**config.mk**
```make
export PLATFORM = sky130hd
export DESIGN_NAME = if_mem_arbiter
export DESIGN_NICKNAME = d
export VERILOG_FILES = /design/src/rtl/if_mem_arbiter.sv
export SDC_FILE = /design/constraint.sdc
export NUM_CORES = 1
export LEC_CHECK = 0
export ABC_AREA = 1
export BUFFER_PORTS_ARGS = -buffer_cell sky130_fd_sc_hd__buf_2
export CORE_AREA = 2 2 109 111
export DETAILED_ROUTE_END_ITERATION = 12
export DIE_AREA = 0 0 111 113
export SLEW_MARGIN = 40
export SYNTH_ARGS = -nofsm -noshare
export SYNTH_HDL_FRONTEND = slang
export SYNTH_SLANG_ARGS = --single-unit
```
**constraint.sdc**
```tcl
create_clock -name clk -period 1.7 [get_ports clk]
set_input_delay 0.085 -clock clk [delete_from_list [all_inputs] [get_ports clk]]
set_output_delay 0.085 -clock clk [all_outputs]
set_load 0.05 [all_outputs]
```
**src/rtl/if_mem_arbiter.sv**
```systemverilog
// Arbiter sharing one request/addr_ok/data_ok memory port between
// instruction fetch and data load/store. Responses return in order; a small
// tracking FIFO routes each response to its owner and swallows instruction
// responses orphaned by a pipeline flush.
module if_mem_arbiter #(
    parameter int unsigned OUTSTANDING  = 2,
    parameter int unsigned STARVE_LIMIT = 4
) (
    input  logic        clk,
    input  logic        reset,
    input  logic        flush,

    input  logic        inst_req,
    input  logic [31:0] inst_addr,
    output logic        inst_addr_ok,
    output logic        inst_data_ok,
    output logic [31:0] inst_rdata,

    input  logic        data_req,
    input  logic        data_wr,
    input  logic [3:0]  data_wstrb,
    input  logic [31:0] data_addr,
    input  logic [31:0] data_wdata,
    output logic        data_addr_ok,
    output logic        data_data_ok,
    output logic [31:0] data_rdata,

    output logic        mem_req,
    output logic        mem_wr,
    output logic [3:0]  mem_wstrb,
    output logic [31:0] mem_addr,
    output logic [31:0] mem_wdata,
    input  logic        mem_addr_ok,
    input  logic        mem_data_ok,
    input  logic [31:0] mem_rdata
);

    localparam int unsigned AW = (OUTSTANDING > 1) ? $clog2(OUTSTANDING) : 1;
    localparam int unsigned PW = AW + 1;
    localparam int unsigned SW = $clog2(STARVE_LIMIT + 1);

    typedef enum logic {
        OWN_INST = 1'b0,
        OWN_DATA = 1'b1
    } owner_e;

    // Tracking FIFO storage and pointers (extra MSB separates full from empty)
    owner_e          owner_q   [OUTSTANDING];
    logic            discard_q [OUTSTANDING];
    logic [PW-1:0]   wptr_q;
    logic [PW-1:0]   rptr_q;
    logic [SW-1:0]   starve_q;

    logic            fifo_full;
    logic            fifo_empty;
    logic            inst_act;
    logic            inst_win;
    logic            data_win;
    logic            push;
    logic            pop;
    owner_e          head_owner;
    logic            head_discard;

    assign fifo_empty   = (wptr_q == rptr_q);
    assign fifo_full    = (wptr_q[AW-1:0] == rptr_q[AW-1:0]) && (wptr_q[AW] != rptr_q[AW]);
    assign head_owner   = owner_q[rptr_q[AW-1:0]];
    assign head_discard = discard_q[rptr_q[AW-1:0]];

    // Grant, issue mux, handshakes and response routing
    always_comb begin
        inst_act     = 1'b0;
        inst_win     = 1'b0;
        data_win     = 1'b0;
        mem_req      = 1'b0;
        mem_wr       = 1'b0;
        mem_wstrb    = 4'b0000;
        mem_addr     = 32'h0;
        mem_wdata    = 32'h0;
        push         = 1'b0;
        pop          = 1'b0;
        inst_addr_ok = 1'b0;
        data_addr_ok = 1'b0;
        inst_data_ok = 1'b0;
        data_data_ok = 1'b0;

        // A flush masks fetch so no new fetch can slip in behind it
        inst_act = inst_req && !flush;
        inst_win = inst_act && (!data_req || (starve_q == SW'(STARVE_LIMIT)));
        data_win = data_req && !inst_win;

        if (inst_win) begin
            mem_addr = inst_addr;
        end else if (data_win) begin
            mem_wr    = data_wr;
            mem_wstrb = data_wr ? data_wstrb : 4'b0000;
            mem_addr  = data_addr;
            mem_wdata = data_wdata;
        end

        // A full FIFO blocks issue even if the head pops this same cycle
        mem_req      = !reset && (inst_win || data_win) && !fifo_full;
        push         = mem_req && mem_addr_ok;
        inst_addr_ok = push && inst_win;
        data_addr_ok = push && data_win;

        pop = !reset && mem_data_ok && !fifo_empty;
        if (pop) begin
            if (head_owner == OWN_DATA) begin
                data_data_ok = 1'b1;
            end else begin
                inst_data_ok = !head_discard && !flush;
            end
        end
    end

    assign inst_rdata = mem_rdata;
    assign data_rdata = mem_rdata;

    // FIFO pointers and entries; flush marks every inst entry as discarded
    always_ff @(posedge clk or posedge reset) begin
        if (reset) begin
            wptr_q <= '0;
            rptr_q <= '0;
            for (int unsigned i = 0; i < OUTSTANDING; i++) begin
                owner_q[i]   <= OWN_INST;
                discard_q[i] <= 1'b0;
            end
        end else begin
            if (flush) begin
                for (int unsigned i = 0; i < OUTSTANDING; i++) begin
                    if (owner_q[i] == OWN_INST) begin
                        discard_q[i] <= 1'b1;
                    end
                end
            end
            if (push) begin
                owner_q[wptr_q[AW-1:0]]   <= inst_win ? OWN_INST : OWN_DATA;
                discard_q[wptr_q[AW-1:0]] <= 1'b0;
                wptr_q                    <= wptr_q + PW'(1);
            end
            if (pop) begin
                rptr_q <= rptr_q + PW'(1);
            end
        end
    end

    // Starvation counter: counts cycles a live fetch loses to an accepted data request
    always_ff @(posedge clk or posedge reset) begin
        if (reset) begin
            starve_q <= '0;
        end else if (inst_req && !flush && data_addr_ok) begin
            if (starve_q != SW'(STARVE_LIMIT)) begin
                starve_q <= starve_q + SW'(1);
            end
        end else if (inst_addr_ok || !inst_req) begin
            starve_q <= '0;
        end
    end

endmodule

```
Word-level counts from Yosys, hierarchy flattened
Cells that the tools add are included.
- add/subtract/negate cells: 3
- $lt $le $gt $ge: 3
- equality and inequality tests: 6
- multiplexer cells: 30
- bitwise logic cells: 4
- reductions and logical operators: 27
- operators with widths (cell ; count):
    2-to-1 mux 32 bit ; 4
    2-to-1 mux 1 bit ; 16
    logical AND 1 bit ; 14
    2-to-1 mux 4 bit ; 3
    2-to-1 mux 3 bit ; 3
    logical NOT 1 bit ; 8
    adder 2 x 1 -> 2 bit, second input constant ; 2
    >= comparator 2 bit, second input constant ; 2
    2-to-1 mux 2 bit ; 2
    NOT 1 -> 2 bit ; 2
    adder 3 x 1 -> 3 bit, second input constant ; 1
    equality test 3 bit, second input constant ; 1
    logical OR 1 bit ; 3
    != test 3 bit, second input constant ; 1
    bitwise AND 2 bit ; 1
    bitwise mux 2 bit ; 1
    equality test 2 bit ; 1
    < comparator 2 x 1 -> 1 bit, second input constant ; 1
    != test 2 x 1 -> 1 bit, second input constant ; 1
    NOT 2 bit ; 1
    AND reduction 2 bit ; 1
    nonzero test 2 bit ; 1
    demux 1 bit (select 1 bit) ; 1
    equality test 1 bit ; 1
    != test 1 bit ; 1
- bits in registers: 11
- output and inout port bits: 138
- logic and storage cells: 80

Depth between registers and ports, before layout
- word-level depth: 13
- depth in mapped cells: 11
- depth with buffers taken out: 11

Least setup slack after synthesis
Ideal clock, no wire load.
- path type: reg2out
- from: register starve_q[0]
- to: output port mem_wdata[10]
- arrival: 1.899 ns
- data required time: 1.615 ns
- setup slack: -0.284 ns
- stages on the path, launching flop included: 10
- cells stage by stage: dfrtp_1 > inv_1 > ha_1 > nand2_1 > nand2_1 > nand2_2 > nand2_2 > buf_4 > buf_4 > nor2_1
- word-level cells in the longest chain between the ends: 7
- ends and longest elaborated chain (what ; RTL line ; source):
    from (decl) ; 52 ; logic [SW-1:0] starve_q;
    from (signal assigned) ; 153 ; starve_q <= starve_q + SW'(1);
    equality test 3 bit (*) ; 88 ; inst_win = inst_act && (!data_req || (starve_q == SW'(STARVE_LIMIT)));
    logical OR 1 bit (*) ; 88 ;
    logical AND 1 bit (*) ; 88 ;
    logical NOT 1 bit ; 89 ; data_win = data_req && !inst_win;
    logical AND 1 bit ; 89 ;
    2-to-1 mux 32 bit ; 93 ; end else if (data_win) begin
    2-to-1 mux 32 bit (*) ; 91 ; if (inst_win) begin
    to (decl) ; 32 ; output logic [31:0] mem_wdata,
Every way passes the cells marked *; elsewhere a longest branch is shown, timed or not.

Worst setup path after layout
- from: register starve_q[0]
- to: output port mem_addr[31]
- word-level cells in the longest chain between the ends: 7
- ends and longest elaborated chain (what ; RTL line ; source):
    equality test 3 bit (*) ; 88 ;
    logical OR 1 bit (*) ; 88 ;
    logical AND 1 bit (*) ; 88 ;
    logical NOT 1 bit ; 89 ;
    logical AND 1 bit ; 89 ;
    2-to-1 mux 32 bit ; 93 ;
    2-to-1 mux 32 bit (*) ; 91 ;
    to (decl) ; 31 ; output logic [31:0] mem_addr,
Marks and branches as above.

==> reports/metrics.yaml <==
synth:
  synth-compound-area-share: 0.196
  syn-cell-area_um2: 1850
  synth_edf_count: 0
  synth_top_area_share: 0.276
  synth_xor_area_frac: 0.0237
  synth_nets: 417
  yosysWarnings: 0
  syn_inst: 275
  ys_ff_latch: 11
  synthAdderAreaFrac: 0.0135
  async_flop_share: 1.00
  yosysUniqueCellTypes: 22
  yosys.area_share.simple: 0.210
  synthTopCellsByCount: "buf_4 (68), inv_1 (46), nor2_1 (43), nand2_1 (35), a32o_1 (32)"
  synth_most_common_cell: "buf_4"
  synth_flop_cell: "dfrtp_1"
  synth_top_family_by_area: "buffers and inverters"
  yosysTopAreaCell: "buf_4"
  synth_mux_area_frac: 0
  synth.avg_cell_area_um2: 6.72
  synthTopCellsByArea: "buf_4 (28%), a32o_1 (17%), dfrtp_1 (15%)"
  synth_seq_area_share: 0.149
final_layout:
  antennaDiodeCount: 0
  drive_above_1_share: 0.697
  finalCoreUtilization: 0.333
  fin_area_um2: 3760
  area_delta_synth_final_pct: 103
  nFillCells: 1148
  finalNetCount: 552
  multi_input_area_um2: 1170
  seq_area_um2: 277
detailed_routing:
  ant_nets: 0
  post-route-drc-count: 0
  drt_iter0_markers: 99
  routedWlPerCell_um: 15.6
  dr.pass1.iters: 5
  wl_um: 8620
  via_per_inst: 4.17
  num_vias: 2303
timing:
  setup_viol: 70
  setup-tns-final_ps: -4040
  fin_ws_ps: -93.6
  slew_headroom: 0.761
  fmax_ghz: 0.558
  tightest_slew_ps: 358
  fin_skew_ps: 1.06
  report.final.hold_viol_count: 0
  rsz0062_at_grt: "yes"
  fin_crit_ps: 1790
  slew_violations: 0
  post-route-period-util: 1.06
placement:
  place_ws_ps: 24.5
  place_area_um2: 2720
  place_hpwl_um: 6230
  gp_congestion: 0.838
  io_buffer_count: 181
status:
  violations: "setup timing"
  status: "finished with violations"
global_route:
  met1_usage: 0.142
  gr-total-overflow: 0
  top_usage_layer: "met2"
  grt_pass1_vias: 2469
  use_met2: 0.255
  grt_pass1_wl_um: 12900
  grt_max_degree: 34
  antenna_found_initial: 0
  met3_usage: 0.0279
  grt.total_usage: 0.130
clock_network:
  clk_path_buf_depth: 2
  clockRootBuffer: "clkbuf_16"
  cts.clk_slew.worst_paths_ps: 40
  clock-sinks: 11
  worstSkewPairLatency_ps: 240
  cts_buffers: 3
  htreeDepth: 1
  cts_tree: "done"
flow_run:
  max_cap_viol_count: 0
floorplanning:
  core_um2: 11300
  row_count: 39
  dieArea_um2: 12500
  die_width_um: 111
  die-height_um: 113
  io_pins: 278
  start_util: 0.164
setup_path:
  critPathMaxFanout: 32
  start_kind: "flip-flop"
  path_class: "reg -> out"
  worstPathArrival_ps: 1710
  worstPathRequired_ps: 1620
  crit_path_end_kind: "primary output"
pwr:
  p_leak_uw: 0.00198
  irDropWorstVdd_mv: 0.547
  p_per_area_nw_per_um2: 682
hold_path:
  hp-class: "in -> out"
==> placed cells by master, fill, tap and decap left out, types with 2 or more instances in the layout <==
cell         n
buf_8       12
nand3_1      4
buf_2      109
buf_16       8
buf_4        8
buf_6       62
xor2_1       5
inv_1       41
clkbuf_16    4
nor2_1       5
a32o_2      16
nand2_1     32
nand2_2      3
inv_2        6
a32o_1      16
nor2_2       2
o21ai_0      2
dfrtp_1     10
a21oi_1      5
nor2_4      39
buf_12       5
==> cell type report <==
type / instances / area share
clock buffer: 4 / 0.0210
multi-input combinational: 138 / 0.313
timing repair buffer: 207 / 0.492
sequential: 11 / 0.0736
tap: 143 / 0.0476
inverter: 49 / 0.0533
==> metrics by stage <==
| stage | hold slack [ps] | total power, µW | std cells |
|---|---|---|---|
| 6_report | 170 | 2560 | 552 |
| 2_1_floorplan | -46.0 | 1830 | 275 |
| 3_3_place_gp | 13.1 | 1770 | 531 |
| 5_1_grt | 170 | 2720 | 552 |
| 3_5_place_dp | 19.8 | 1800 | 531 |
| 4_1_cts | 170 | 2530 | 549 |
==> sequential cells by signal (all words and copies together) (netlist names) <==
signal,flops
wptr_q,2
rptr_q,2
discard_q,2
starve_q,3
owner_q,2
==> metal layers <==
metal  up-vias  wire (µm)
li1       1091          -
met4         0        116
met2       131       4850
met5         -          0
met1      1069       3010
met3        12        651
==> critical path, stage by stage, from the launching register on <==
cell	delay (ps)
dfrtp_1	350
inv_2	60
ha_4	150
nand2_2	60
nand2_2	70
buf_4	140
buf_8	170
a32o_2	310
buf_12	150
==> cells by family after synthesis <==
family | after synthesis
XOR/XNOR | 5
AND/OR/NAND/NOR | 91
buffers and inverters | 126
AO/OA/AOI/OAI | 40
flip-flops | 11
adder cells (fa/ha/maj) | 2
==> where the power goes <==
part / switching (µW) / internal [µW]
Sequential: 88.3 / 361
Clock: 111 / 314
Combinational: 1020 / 666
==> path summary, 6_finish.rpt <==
check,startpoint,to,slack [ps],cells past startpoint
worst max-delay path,starve_q[0]$_DFFE_PP0P_,mem_addr[31],-90,8
worst min-delay path,mem_rdata[11],data_rdata[11],170,0
worst max register to register,rptr_q[0]$_DFFE_PP0P_,starve_q[1]$_DFFE_PP0P_,150,10
worst min register to register,wptr_q[1]$_DFFE_PP0N_,wptr_q[1]$_DFFE_PP0N_,510,1
max in group asynchronous,reset,rptr_q[0]$_DFFE_PP0P_,1040,4
min in group asynchronous,reset,starve_q[2]$_DFFE_PP0P_,320,3
==> timing repair <==
| item | in CTS | in global routing |
|---|---|---|
| gates resized for setup | 190 | 24 |
| hold endpoints to repair | 3 | 0 |
| hold buffers | 1 | 0 |
| cloned | 7 | 1 |
| pin swaps | 10 | 10 |
| buffers inserted | 6 | 3 |
| setup endpoints to repair | 71 | 76 |
Note: power is estimated with default switching activity, not from simulation.
